### config.mk
export PLATFORM = sky130hd
export DESIGN_NAME = gbe_tx_frame_arbiter
export DESIGN_NICKNAME = d
export VERILOG_FILES = /design/src/rtl/gbe_tx_frame_arbiter.sv
export SDC_FILE = /design/constraint.sdc
export NUM_CORES = 1
export LEC_CHECK = 0
export CELL_PAD_IN_SITES_DETAIL_PLACEMENT = 1
export CELL_PAD_IN_SITES_GLOBAL_PLACEMENT = 1
export CORE_AREA = 2 2 240 242
export CTS_BUF_LIST = sky130_fd_sc_hd__clkbuf_4
export CTS_CLUSTER_SIZE = 25
export DETAILED_ROUTE_END_ITERATION = 8
export DIE_AREA = 0 0 242 244
export GPL_TIMING_DRIVEN = 0
export PLACE_DENSITY_LB_ADDON = 0.1
export SKIP_CTS_REPAIR_TIMING = 1
export SLEW_MARGIN = 20
export SYNTH_ARGS = -nofsm -noshare
export SYNTH_HDL_FRONTEND = slang
export SYNTH_SLANG_ARGS = --single-unit
### constraint.sdc
create_clock -name clk -period 3.55 [get_ports clk]
set_clock_uncertainty 0.2 [all_clocks]
set_input_delay 0.8875 -clock clk [delete_from_list [all_inputs] [get_ports clk]]
set_output_delay 0.8875 -clock clk [all_outputs]
set_load 0.005 [all_outputs]
### src/rtl/gbe_tx_frame_arbiter.sv
// gbe_tx_frame_arbiter: round-robin, frame-granular arbiter onto the 10GbE TX port.
// Ports: req_* frame sources in, tx_* to the core, grant/busy/trunc/ovf status out.
module gbe_tx_frame_arbiter #(
  parameter int N_REQ     = 4,
  parameter int MAX_WORDS = 1024,
  parameter int CNT_W     = 16,
  localparam int IW = (N_REQ > 1) ? $clog2(N_REQ) : 1,
  localparam int CW = $clog2(MAX_WORDS + 1)
) (
  input  logic                clk,
  input  logic                rst,
  input  logic                en,
  input  logic [N_REQ-1:0]    req_valid,
  output logic [N_REQ-1:0]    req_ready,
  input  logic [64*N_REQ-1:0] req_data,
  input  logic [N_REQ-1:0]    req_eof,
  input  logic [32*N_REQ-1:0] req_dest_ip,
  input  logic [16*N_REQ-1:0] req_dest_port,
  output logic                tx_valid,
  output logic [63:0]         tx_data,
  output logic                tx_end_of_frame,
  output logic [31:0]         tx_dest_ip,
  output logic [15:0]         tx_dest_port,
  input  logic                tx_afull,
  input  logic                tx_overflow,
  output logic [IW-1:0]       grant_id,
  output logic                busy,
  output logic                trunc_pulse,
  output logic [CNT_W-1:0]    trunc_cnt,
  output logic [CNT_W-1:0]    ovf_cnt
);

  typedef enum logic [1:0] {
    IDLE,
    SEND,
    DROP
  } state_t;

  state_t state, state_nxt;

  logic [IW-1:0] rr_ptr;
  logic [IW-1:0] pick;
  logic [CW-1:0] cnt;
  logic [31:0]   ip_q;
  logic [15:0]   port_q;
  logic          g_valid;
  logic          g_eof;
  logic [63:0]   g_data;
  logic          last_word;
  logic          start;
  logic          acc;
  logic          dacc;

  assign g_valid   = req_valid[grant_id];
  assign g_eof     = req_eof[grant_id];
  assign g_data    = req_data[64*grant_id +: 64];
  assign last_word = (cnt == CW'(MAX_WORDS - 1));
  assign start     = (state == IDLE) && en && (|req_valid);

  // Scan from farthest to nearest so the first valid after rr_ptr wins.
  always_comb begin
    pick = '0;
    for (int k = N_REQ; k >= 1; k--) begin
      if (req_valid[(int'(rr_ptr) + k) % N_REQ])
        pick = IW'((int'(rr_ptr) + k) % N_REQ);
    end
  end

  always_comb begin
    state_nxt = state;
    req_ready = '0;
    acc       = 1'b0;
    dacc      = 1'b0;
    unique case (state)
      IDLE: begin
        if (start)
          state_nxt = SEND;
      end
      SEND: begin
        acc = g_valid & ~tx_afull;
        req_ready[grant_id] = acc;
        if (acc && g_eof)
          state_nxt = IDLE;
        else if (acc && last_word)
          state_nxt = DROP;
      end
      DROP: begin
        dacc = g_valid;
        req_ready[grant_id] = dacc;
        if (dacc && g_eof)
          state_nxt = IDLE;
      end
      default: state_nxt = IDLE;
    endcase
  end

  always_ff @(posedge clk) begin
    if (!rst)
      state <= IDLE;
    else
      state <= state_nxt;
  end

  always_ff @(posedge clk) begin
    if (!rst) begin
      rr_ptr          <= IW'(N_REQ - 1);
      grant_id        <= '0;
      cnt             <= '0;
      ip_q            <= '0;
      port_q          <= '0;
      busy            <= 1'b0;
      tx_valid        <= 1'b0;
      tx_data         <= '0;
      tx_end_of_frame <= 1'b0;
      tx_dest_ip      <= '0;
      tx_dest_port    <= '0;
      trunc_pulse     <= 1'b0;
      trunc_cnt       <= '0;
      ovf_cnt         <= '0;
    end else begin
      busy            <= (state_nxt != IDLE);
      tx_valid        <= acc;
      tx_end_of_frame <= acc & (g_eof | last_word);
      trunc_pulse     <= acc & ~g_eof & last_word;
      if (start) begin
        grant_id <= pick;
        ip_q     <= req_dest_ip[32*pick +: 32];
        port_q   <= req_dest_port[16*pick +: 16];
        cnt      <= '0;
      end
      if (acc) begin
        tx_data      <= g_data;
        tx_dest_ip   <= ip_q;
        tx_dest_port <= port_q;
        cnt          <= g_eof ? '0 : cnt + 1'b1;
      end
      if ((acc || dacc) && g_eof)
        rr_ptr <= grant_id;
      if (acc && !g_eof && last_word && trunc_cnt != '1)
        trunc_cnt <= trunc_cnt + 1'b1;
      if (tx_overflow && ovf_cnt != '1)
        ovf_cnt <= ovf_cnt + 1'b1;
    end
  end

endmodule

== After elaboration in Yosys (flattened, before gate mapping) ==
Cells that the tools add are included.

* Input port bits: 461
* Word-level logic and storage cells: 103
* Register bits after elaboration: 213
* Output and inout bits: 154

* Mux-type cells: 33
* $add $sub $neg: 7
* $lt $le $gt $ge: 6
* Bitwise logic cells: 13
* Eq/ne operators: 5
* Reduce and logical (&&, ||, !) cells: 21
* Shift-type cells: 3

{| class="wikitable"
|+ Operators by type and width
! operator !! count
|-
| 256-bit by 9-bit indexed part select with 64-bit output || 1
|-
| 128-bit by 8-bit indexed part select with 32-bit output || 1
|-
| 64-bit by 7-bit indexed part select with 16-bit output || 1
|-
| 11-bit 2-to-1 mux || 3
|-
| 16-bit by 1-bit adder with 16-bit output (second input constant) || 2
|-
| 16-bit != test (second input constant) || 2
|-
| 3-bit by 4-bit < comparator with 1-bit output (second input constant) || 4
|-
| 2-bit 2-to-1 mux || 8
|-
| 1-bit 2-to-1 mux || 13
|-
| 1-bit binary-select mux with 2-bit select || 6
|-
| 11-bit by 1-bit adder with 11-bit output (second input constant) || 1
|-
| 11-bit by 10-bit equality test with 1-bit output (second input constant) || 1
|-
| 1-bit logical AND || 11
|-
| 4-bit AND || 2
|-
| 4-bit one-hot mux with 2 select lines || 1
|-
| 2-bit OR reduction || 4
|-
| 2-bit one-hot mux with 3 select lines || 1
|-
| 2-bit by 1-bit adder with 2-bit output (second input constant) || 2
|-
| 2-bit adder (second input constant) || 2
|-
| 1-bit AND || 4
|-
| 1-bit AND (first input constant) || 4
|-
| 2-bit nonzero test || 2
|-
| 4-bit OR reduction || 1
|-
| 2-bit by 3-bit < comparator with 1-bit output (second input constant) || 1
|-
| other kinds (9) || 10
|}

== Longest topological paths before layout ==
Gate-level depths: netlist of the first run.

* Depth in word-level cells: 11
* Gate-level depth with buffers: 9

== Worst setup path after synthesis of the first run ==
No wires, ideal clock.

* Path type: input to register
* Start point: input req_eof[3]
* End point: register trunc_cnt[5]
* Required time: 3,280 ps
* Slack: 613 ps
* Stages: 7
* Setup time: 70 ps
* Buffers on the path: 2
* Arrival: 2,666 ps
* Path through: mux4_2 nand3b_4 or2_1 clkbuf_1 buf_6 or4b_1 a21oi_1

* Longest elaborated chain between the ends: 6

{| class="wikitable"
|+ Ends and longest elaborated chain
! element !! RTL line !! RTL
|-
| start: declaration || 16 || <nowiki>input logic [N_REQ-1:0] req_eof,</nowiki>
|-
| 1-bit binary-select mux with 2-bit select || 55 || <nowiki>assign g_eof = req_eof[grant_id];</nowiki>
|-
| 1-bit 2-to-1 mux (implied by the code) || 55 ||
|-
| 1-bit zero test || 139 || <nowiki>if (acc && !g_eof && last_word && trunc_cnt != '1)</nowiki>
|-
| 1-bit logical AND (3 in a row) || 139 ||
|-
| end signal: assignment || 140 || <nowiki>trunc_cnt <= trunc_cnt + 1'b1;</nowiki>
|-
| end: declaration || 29 || <nowiki>output logic [CNT_W-1:0] trunc_cnt,</nowiki>
|}

Every way passes these cells. The select of a mux whose other input is x is not followed.
A chain may end at the register's enable or synchronous reset.

== Final worst setup path of the first run ==
* Start point: register grant_id[1]
* End point: output req_ready[3]

* Longest elaborated chain between the ends: 6

{| class="wikitable"
|+ Ends and longest elaborated chain
! element !! RTL line !! RTL
|-
| start: declaration || 26 || <nowiki>output logic [IW-1:0] grant_id,</nowiki>
|-
| start signal: assignment || 126 || <nowiki>grant_id <= pick;</nowiki>
|-
| 2-bit by 3-bit < comparator with 1-bit output (implied by the code) / 2-bit by 1-bit greater-or-equal comparator with 1-bit output (equally long branches) || 81, 89 ||
|-
| 1-bit logical AND (implied by the code) || 81, 89 ||
|-
| 1-bit 2-to-1 mux (implied by the code) || 81, 89 ||
|-
| 1-bit demux with 2-bit select || 81, 89 ||
|-
| 4-bit AND (no line) || -- ||
|-
| 4-bit one-hot mux with 2 select lines * || 74 || <nowiki>unique case (state)</nowiki>
|-
| end: declaration || 14 || <nowiki>output logic [N_REQ-1:0] req_ready,</nowiki>
|}

Every way passes the cells marked *; elsewhere a longest branch is shown, timed or not. The select of a mux whose other input is x is not followed.

==> impl_results.md, run 1 <==
- Final min period: 3.50 ns
- Die Width: 242 µm
- Vias per cell: 4.48
- CP peak stage delay: 0.57 ns
- Worst EP arrival: 2.41 ns
- Ports: 615
- Antenna-violating nets left: 0
- CP bufs+invs: 3
- GRT Total Usage: 19.6%
- Synth warn: 0
- Max Root-Sink Buffers: 3
- Placeable Area: 56,200 µm²
- Total chip power: 6.58 mW
- Critical Path End Type: output pin
- CTS root buf: clkbuf_4
- Mux share of post-synthesis cell area: 23.3%
- Port buffer count: 614
- Top delay family on crit path: multiplexers
- Inserted Clock Buffers: 67
- CP Launch Type: flip-flop
- Final hold violation count: 0
- Filler Cells Inserted: 6,638
- Crit path cell chain: buf_12 > mux4_2 > and3_4 > buf_4 > and3_1 > clkbuf_2
- Adder-cell share of the synthesized area: 0.798%
- Finish-stage setup viols: 0
- Hpwl dp: 48.9 mm
- Main flop type after synthesis: dfxtp_1
- Clk slew on worst S/H paths: 0.06 ns
- Slew Limit Fails: 0
- LEAKAGE: 6.57 nW
- PwrDens: 346 nW/µm²
- VDD IR-drop max: 208 µV
- First-pass GRT wire length: 85.6 mm
- Die ar.: 59,000 µm²
- CTS H-tree lvls: 3
- Avg WL per Cell: 22.0 µm
- Worst hold margin: 0.244 ns
- Final cell count without fillers: 2,710
- Syn Inst Count: 1,220
- Status: completed
- RSZ-0062 raised after global routing: yes
- Mapped cell area: 11,000 µm²
- Seq/Total Area, Yosys: 38.9%
- Antenna violations before repair: 3
- Final Instance Area: 19,000 µm²
- Worst hold path type: reg2reg
- Least-Margin Pin Slew: 1.04 ns
- Final Core Density: 33.8%
- DR iter-0 viols: 434
- CTS tree: yes
- Placed Area: 18,100 µm²
- Synthesis-stage register bit count: 213
- Synth Area in XOR/XNOR: 0.798%
- Dpl ws: -0.792 ns
- # DRC: 0
- Tcrit/Tclk final: 98.6%
- Simple logic cell fraction of the synthesized area: 18.4%
- Inst Count DP: 2,590
- Nets@finish: 2,376
- Initial DRT Pass Iterations: 4
- Vias in the first global route: 12,967
- Synth Net Count: 1,688
- Initial Util: 19.5%
- Largest net degree at the start of global routing: 11
- Max_cap viols: 0
- Ratio of cells with drive above 1 in the final layout: 10.1%
- Num rows: 87
- Synth Area in Compound Gates: 14.0%
- Yosys cell types: 52
- FFs w/ async S/R, synth: 0%
- Routed wire length: 59.7 mm
- CP max stage cell: mux4_2
- Via count: 12,137
- Crit Path Max Fanout: 5
- Worst reg2reg setup slack: 0.38 ns
- Achievable Freq: 286 MHz
- Grt ovf: 0
- WS Path Type: reg2out
- Critical Path RT: 2.46 ns
- Slew headroom: 30.7%
- Setup TNS: 0 ns
- RD Place Congestion: 0.909
- Largest family of logic cells by synthesized area: multiplexers
- Die Ht: 244 µm
- Final worst setup slack: 0.0512 ns
- Later-pin clock latency in the skew report: 0.76 ns
- Layout area overhead: 73.1%
- Post-synth EDFFs: 0
- Synthesized area per cell: 8.99 µm²
- Num Clock Sinks: 213
## registers in the layout (all words and copies together) (netlist names), 2 cells and up
| register | count |
|---|---|
| ovf_cnt | 16 |
| tx_data | 64 |
| rr_ptr | 2 |
| port_q | 16 |
| grant_id | 2 |
| tx_dest_ip | 32 |
| cnt | 11 |
| tx_dest_port | 16 |
| ip_q | 32 |
| state | 2 |
| trunc_cnt | 16 |
## report_power, final
group	internal (mW)	switching, mW
clock network	1.37	1.16
logic	0.860	0.650
registers	2.49	0.0539
## path summary, 6_finish.rpt
kind,from,endpoint,depth (start not counted)
setup / recovery,grant_id[1],req_ready[3],6
hold / removal,ip_q[5],tx_dest_ip[5],2
setup reg to reg,state[1],tx_data[46],9
hold reg to reg,ip_q[5],tx_dest_ip[5],2
## cell usage after synthesis (all sizes together) (8+ instances only)
cell | instances | area [µm²]
o21ai | 12 | 60.1
nor3 | 8 | 40.0
a32o | 48 | 480
buf | 18 | 90.1
mux2i | 107 | 1070
and3 | 9 | 56.3
clkbuf | 81 | 304
nand3 | 11 | 55.1
mux4 | 66 | 1490
nand2b | 13 | 81.3
nor2 | 33 | 124
a21oi | 136 | 681
dfxtp | 213 | 4260
nand2 | 359 | 1350
## layout by cell type (no fill, tap or decap), drive strengths merged, types with 22 or more instances in the layout
cell type	Yosys	routed
a21oi	136	136
a32o	48	48
buf	18	22
clkbuf	81	179
clkdlybuf4s50	0	606
dfxtp	213	213
mux2i	107	107
mux4	66	66
nand2	359	359
nor2	33	33
## kinds of logic after synthesis
family | after synthesis
fa+ha+maj | 7
xor+xnor | 10
flops | 213
simple gates | 475
compound gates | 236
buf+inv | 106
mux | 173
## final cells by class
type	instances	area, µm²	share of cell area, %
sequential	213	4270	22.5
clock inverter	18	123	0.646
clock buffer	95	713	3.75
inverter	7	26.3	0.138
tap	756	946	4.98
antenna	2	5.00	0.0263
buffer	99	423	2.23
multi-input combinational	901	6300	33.2
timing repair buffer	619	6190	32.6
## per-layer routing
metal / global-route usage, % / vias to the layer above / routed length (µm)
li1: - / 5813 / -
met1: 22.7 / 5830 / 24200
met2: 34.4 / 420 / 29900
met3: 5.87 / 72 / 4180
met4: 6.81 / 2 / 1470
met5: 0 / - / 10
## tightest hold or removal path, cell delays in order, from the launching register on
cell and delay (ns):
dfxtp_1 0.30, nand2_1 0.05, a21oi_1 0.05
No activity file was read; power rests on OpenSTA's default activity.
==> inputs of run 2 (changes only) <==
--- a/config.mk
+++ b/config.mk
@@ -5,13 +5,14 @@
 export SDC_FILE = /design/constraint.sdc
 export NUM_CORES = 1
 export LEC_CHECK = 0
+export ABC_AREA = 1
 export CELL_PAD_IN_SITES_DETAIL_PLACEMENT = 1
 export CELL_PAD_IN_SITES_GLOBAL_PLACEMENT = 1
-export CORE_AREA = 2 2 240 242
+export CORE_AREA = 2 2 238 240
 export CTS_BUF_LIST = sky130_fd_sc_hd__clkbuf_4
 export CTS_CLUSTER_SIZE = 25
 export DETAILED_ROUTE_END_ITERATION = 8
-export DIE_AREA = 0 0 242 244
+export DIE_AREA = 0 0 240 242
 export GPL_TIMING_DRIVEN = 0
 export PLACE_DENSITY_LB_ADDON = 0.1
 export SKIP_CTS_REPAIR_TIMING = 1
==> run 2 against run 1 <==
  * First-iteration DRC count is 21% higher
  * Setup slack gained 0.15 ns
  * Clock power is 11% higher
  * Critical path depth rose by 2
==> impl_results.md, run 2 <==
- Status: completed (unchanged)
- Syn Inst Count: 1,896 (was 1,220)
- Seq/Total Area, Yosys: 36.3% (was 38.9%)
- Max Root-Sink Buffers: 3 (unchanged)
- Grt ovf: 0 (unchanged)
- Hpwl dp: 57.1 mm (was 48.9 mm)
- Sw power: 2.21 mW (was 1.86 mW)
- Inserted Clock Buffers: 70 (was 67)
- Die Ht: 242 µm (was 244 µm)
- Final Instance Area: 19,800 µm² (was 19,000 µm²)
- Max_cap viols: 0 (unchanged)
- VDD IR-drop max: 180 µV (was 208 µV)
- First-pass GRT wire length: 102 mm (was 85.6 mm)
- Placed Area: 18,800 µm² (was 18,100 µm²)
- Die ar.: 58,100 µm² (was 59,000 µm²)
- Initial DRT Pass Iterations: 5 (was 4)
- Later-pin clock latency in the skew report: 0.75 ns (was 0.76 ns)
- Hold-critical path depth: 2 (unchanged)
- Ports: 615 (unchanged)
- Worst EP arrival: 2.26 ns (was 2.41 ns)
- CP max stage cell: clkdlybuf4s50_1 (was mux4_2)
- Worst reg2reg setup slack: 0.49 ns (was 0.38 ns)
- Tcrit/Tclk final: 94.2% (was 98.6%)
- Simple logic cell fraction of the synthesized area: 39.1% (was 18.4%)
- Largest net degree at the start of global routing: 11 (unchanged)
- CTS tree: yes (unchanged)
- CTS root buf: clkbuf_4 (unchanged)
- Final hold violation count: 0 (unchanged)
- Most flop-heavy register: tx_data (unchanged)
- Antenna violations before repair: 17 (was 3)
- Crit Path Max Fanout: 4 (was 5)
- CP Launch Type: input port (was flip-flop)
- Filler Cells Inserted: 7,123 (was 6,638)
- # DRC: 0 (unchanged)
- Mapped cell area: 11,700 µm² (was 11,000 µm²)
- Nets@finish: 3,055 (was 2,376)
- Worst hold start: ip_q[12] (was ip_q[5])
- Port buffer count: 613 (was 614)
- Synth Area in Compound Gates: 13.3% (was 14.0%)
- Share of the synthesized area in the top cell type: 36.3% (was 38.9%)
- Post-synth top cells: nand2_1 (695), dfxtp_1 (213), nand3_1 (208) (was nand2_1 (359), dfxtp_1 (213), a21oi_1 (136))
- Least-Margin Pin Slew: 0.914 ns (was 1.04 ns)
- Clk slew on worst S/H paths: 0.06 ns (about the same)
- WS Path Type: in2out (was reg2out)
- Antenna-violating nets left: 0 (unchanged)
- Area of the multi-input gates: 6420 µm² (was 6300 µm²)
- Synth warn: 0 (unchanged)
- Post-synth EDFFs: 0 (unchanged)
- Synth area leaders: dfxtp_1 (36%), nand2_1 (22%), nand3_1 (8.9%), a21oi_1 (7.8%), nor2_1 (5.2%) (was dfxtp_1 (39%), mux4_2 (14%), nand2_1 (12%), mux2i_1 (9.8%), a21oi_1 (6.2%))
- Crit path cell chain: clkdlybuf4s50_1 > nand2_1 > nand4_1 > nand2_1 > nand2_2 > nand2_4 > nor3_2 > clkbuf_2 (was buf_12 > mux4_2 > and3_4 > buf_4 > and3_1 > clkbuf_2)
- CTS H-tree lvls: 3 (unchanged)
- Total chip power: 7.16 mW (was 6.58 mW)
- Switching share of total power: 30.9% (was 28.3%)
- Synthesized area per cell: 6.19 µm² (was 8.99 µm²)
- Adder-cell share of the synthesized area: 0.746% (was 0.798%)
- Min-Delay Endpoint: tx_dest_ip[12] (was tx_dest_ip[5])
- DR iter-0 viols: 524 (was 434)
- Yosys cell types: 38 (was 52)
- Routed wire length: 70.1 mm (was 59.7 mm)
- Via count: 15,315 (was 12,137)
- Power share of the clock group: 39.1% (was 38.4%)
- Placeable Area: 55,700 µm² (was 56,200 µm²)
- Largest registers: tx_data: 64 flops, ip_q: 32 flops, tx_dest_ip: 32 flops (unchanged)
- Initial Util: 21.1% (was 19.5%)
- Num Clock Sinks: 213 (unchanged)
- Max reg flops: 64 (unchanged)
- Finish-stage setup viols: 0 (unchanged)
- Ratio of cells with drive above 1 in the final layout: 7.27% (was 10.1%)
- Reg-to-Reg End: ip_q[29] (was tx_data[46])
- Internal: 4.95 mW (was 4.72 mW)
- Largest family of logic cells by synthesized area: simple AND/OR/NAND/NOR gates (was multiplexers)
- Reg power frac: 35.9% (was 38.6%)
- Synth area leader: dfxtp_1 (unchanged)
- R2r startpoint: state[1] (unchanged)
- Main flop type after synthesis: dfxtp_1 (unchanged)
- Most common cell in the netlist: nand2_1 (unchanged)
- Final min period: 3.35 ns (was 3.50 ns)
- Synthesis-stage register bit count: 213 (unchanged)
- LEAKAGE: 7.83 nW (was 6.57 nW)
- Mux share of post-synthesis cell area: 0% (was 23.3%)
- RD Place Congestion: 0.908 (was 0.909)
- Num rows: 87 (unchanged)
- Register-to-Register Path Depth: 10 (was 9)
- Achievable Freq: 299 MHz (was 286 MHz)
- Synth Area in XOR/XNOR: 1.27% (was 0.798%)
- Critical Path RT: 2.46 ns (about the same)
- CP bufs+invs: 2 (was 3)
- Most used cell, CP: nand2_1
- Comb power frac: 25.1% (was 22.9%)
- Critical Path End Type: output pin (unchanged)
- CP peak stage delay: 0.53 ns (was 0.57 ns)
- GRT Total Usage: 23.6% (was 19.6%)
- FFs w/ async S/R, synth: 0% (unchanged)
- Vias per cell: 4.51 (was 4.48)
- Top delay family on crit path: buffers and inverters (was multiplexers)
- Slew Limit Fails: 0 (unchanged)
- Most frequent cells in the layout: nand2_1 (691), clkdlybuf4s50_1 (609), dfxtp_1 (211) (was clkdlybuf4s50_1 (606), nand2_1 (359), dfxtp_1 (211))
- Most common cell after layout, fill and taps aside: nand2_1 (was clkdlybuf4s50_1)
- Die Width: 240 µm (was 242 µm)
- Avg WL per Cell: 20.6 µm (was 22.0 µm)
- Layout area overhead: 69.1% (was 73.1%)
- Worst hold path type: reg2reg (unchanged)
- Synth Net Count: 2,364 (was 1,688)
- PwrDens: 361 nW/µm² (was 346 nW/µm²)
- Sequential cell area: 4270 µm² (unchanged)
- Slew headroom: 39.1% (was 30.7%)
- Vias in the first global route: 16,197 (was 12,967)
==> run 2: changes by cell type after synthesis, sizes merged, moves of 22 or more <==
cell and change:
nand2 +340, nand3 +199, inv +139, nor2 +132
mux2i -107, mux4 -66, a22oi +64, a21oi +48
a32o -48, buf +44, clkbuf -22
==> run 2: final cells by class <==
| cell class | instances | share of cell area [%] |
|---|---|---|
| diodes | 16 | 0.202 |
| plain buffers | 121 | 2.69 |
| clock buffers | 104 | 3.93 |
| clock inverters | 8 | 0.700 |
| inverters | 148 | 2.82 |
| multi-input cells | 1414 | 32.3 |
| flip-flops and latches | 213 | 21.5 |
| well taps | 756 | 4.77 |
| repair buffers | 619 | 31.0 |
==> run 2: logic make-up (layout without fill, tap and decap cells) <==
| group | after synthesis | after routing |
|---|---|---|
| AO/OA/AOI/OAI | 275 | 275 |
| XOR/XNOR | 17 | 17 |
| adder cells (fa/ha/maj) | 7 | 7 |
| buffers and inverters | 269 | 1000 |
| flip-flops | 213 | 213 |
| other | 0 | 16 |
| AND/OR/NAND/NOR | 1115 | 1115 |
==> run 2: worst min-delay path, stage by stage, from the launching register on <==
cell and delay (ns):
dfxtp_1 0.31, nand2_1 0.06, a21oi_1 0.05
==> run 2: worst max-delay path by stage <==
| stage | startpoint | end | cells after the start | slack, ns |
|---|---|---|---|---|
| after floorplan | req_valid[1] | req_ready[0] | 6 | 1.03 |
| after CTS | grant_id[0] | req_ready[1] | 9 | -0.71 |
| after global placement | req_valid[1] | grant_id[1] | 10 | -0.67 |
| after global routing | grant_id[0] | req_ready[1] | 10 | -0.04 |
| after detailed placement | req_valid[1] | port_q[9] | 10 | -0.69 |
| final | req_valid[2] | req_ready[1] | 8 | 0.20 |
==> run 2: per-layer routing <==
metal | track usage [%] | vias up | routed length, µm
li1 | - | 7530 | -
met1 | 26.1 | 7193 | 28300
met2 | 42.2 | 456 | 34600
met3 | 7.71 | 126 | 5060
met4 | 7.56 | 10 | 2110
met5 | 0 | - | 64
==> run 2: power by group through the flow <==
stage               sequential [mW]  combinational, mW  clock, mW
detailed placement             2.62               1.80          0
global placement               2.62               1.79          0
finish                         2.57               1.80       2.80
global route                   2.58               1.99       3.06
CTS                            2.57               1.81       2.91
floorplan                      2.60              0.772          0
==> run 2: per-stage QoR <==
stage	hold WS [ns]	utilization, %	TNS, ns	setup WS [ns]	cells
2_1_floorplan	0.240	-	0	1.03	1896
3_3_place_gp	0.246	33.8	-28.03	-0.669	3265
3_5_place_dp	0.254	33.8	-29.72	-0.690	3265
4_1_cts	0.231	35.4	-2.54	-0.710	3377
5_1_grt	0.276	35.6	-0.111	-0.0400	3393
6_report	0.242	35.6	0	0.205	3399
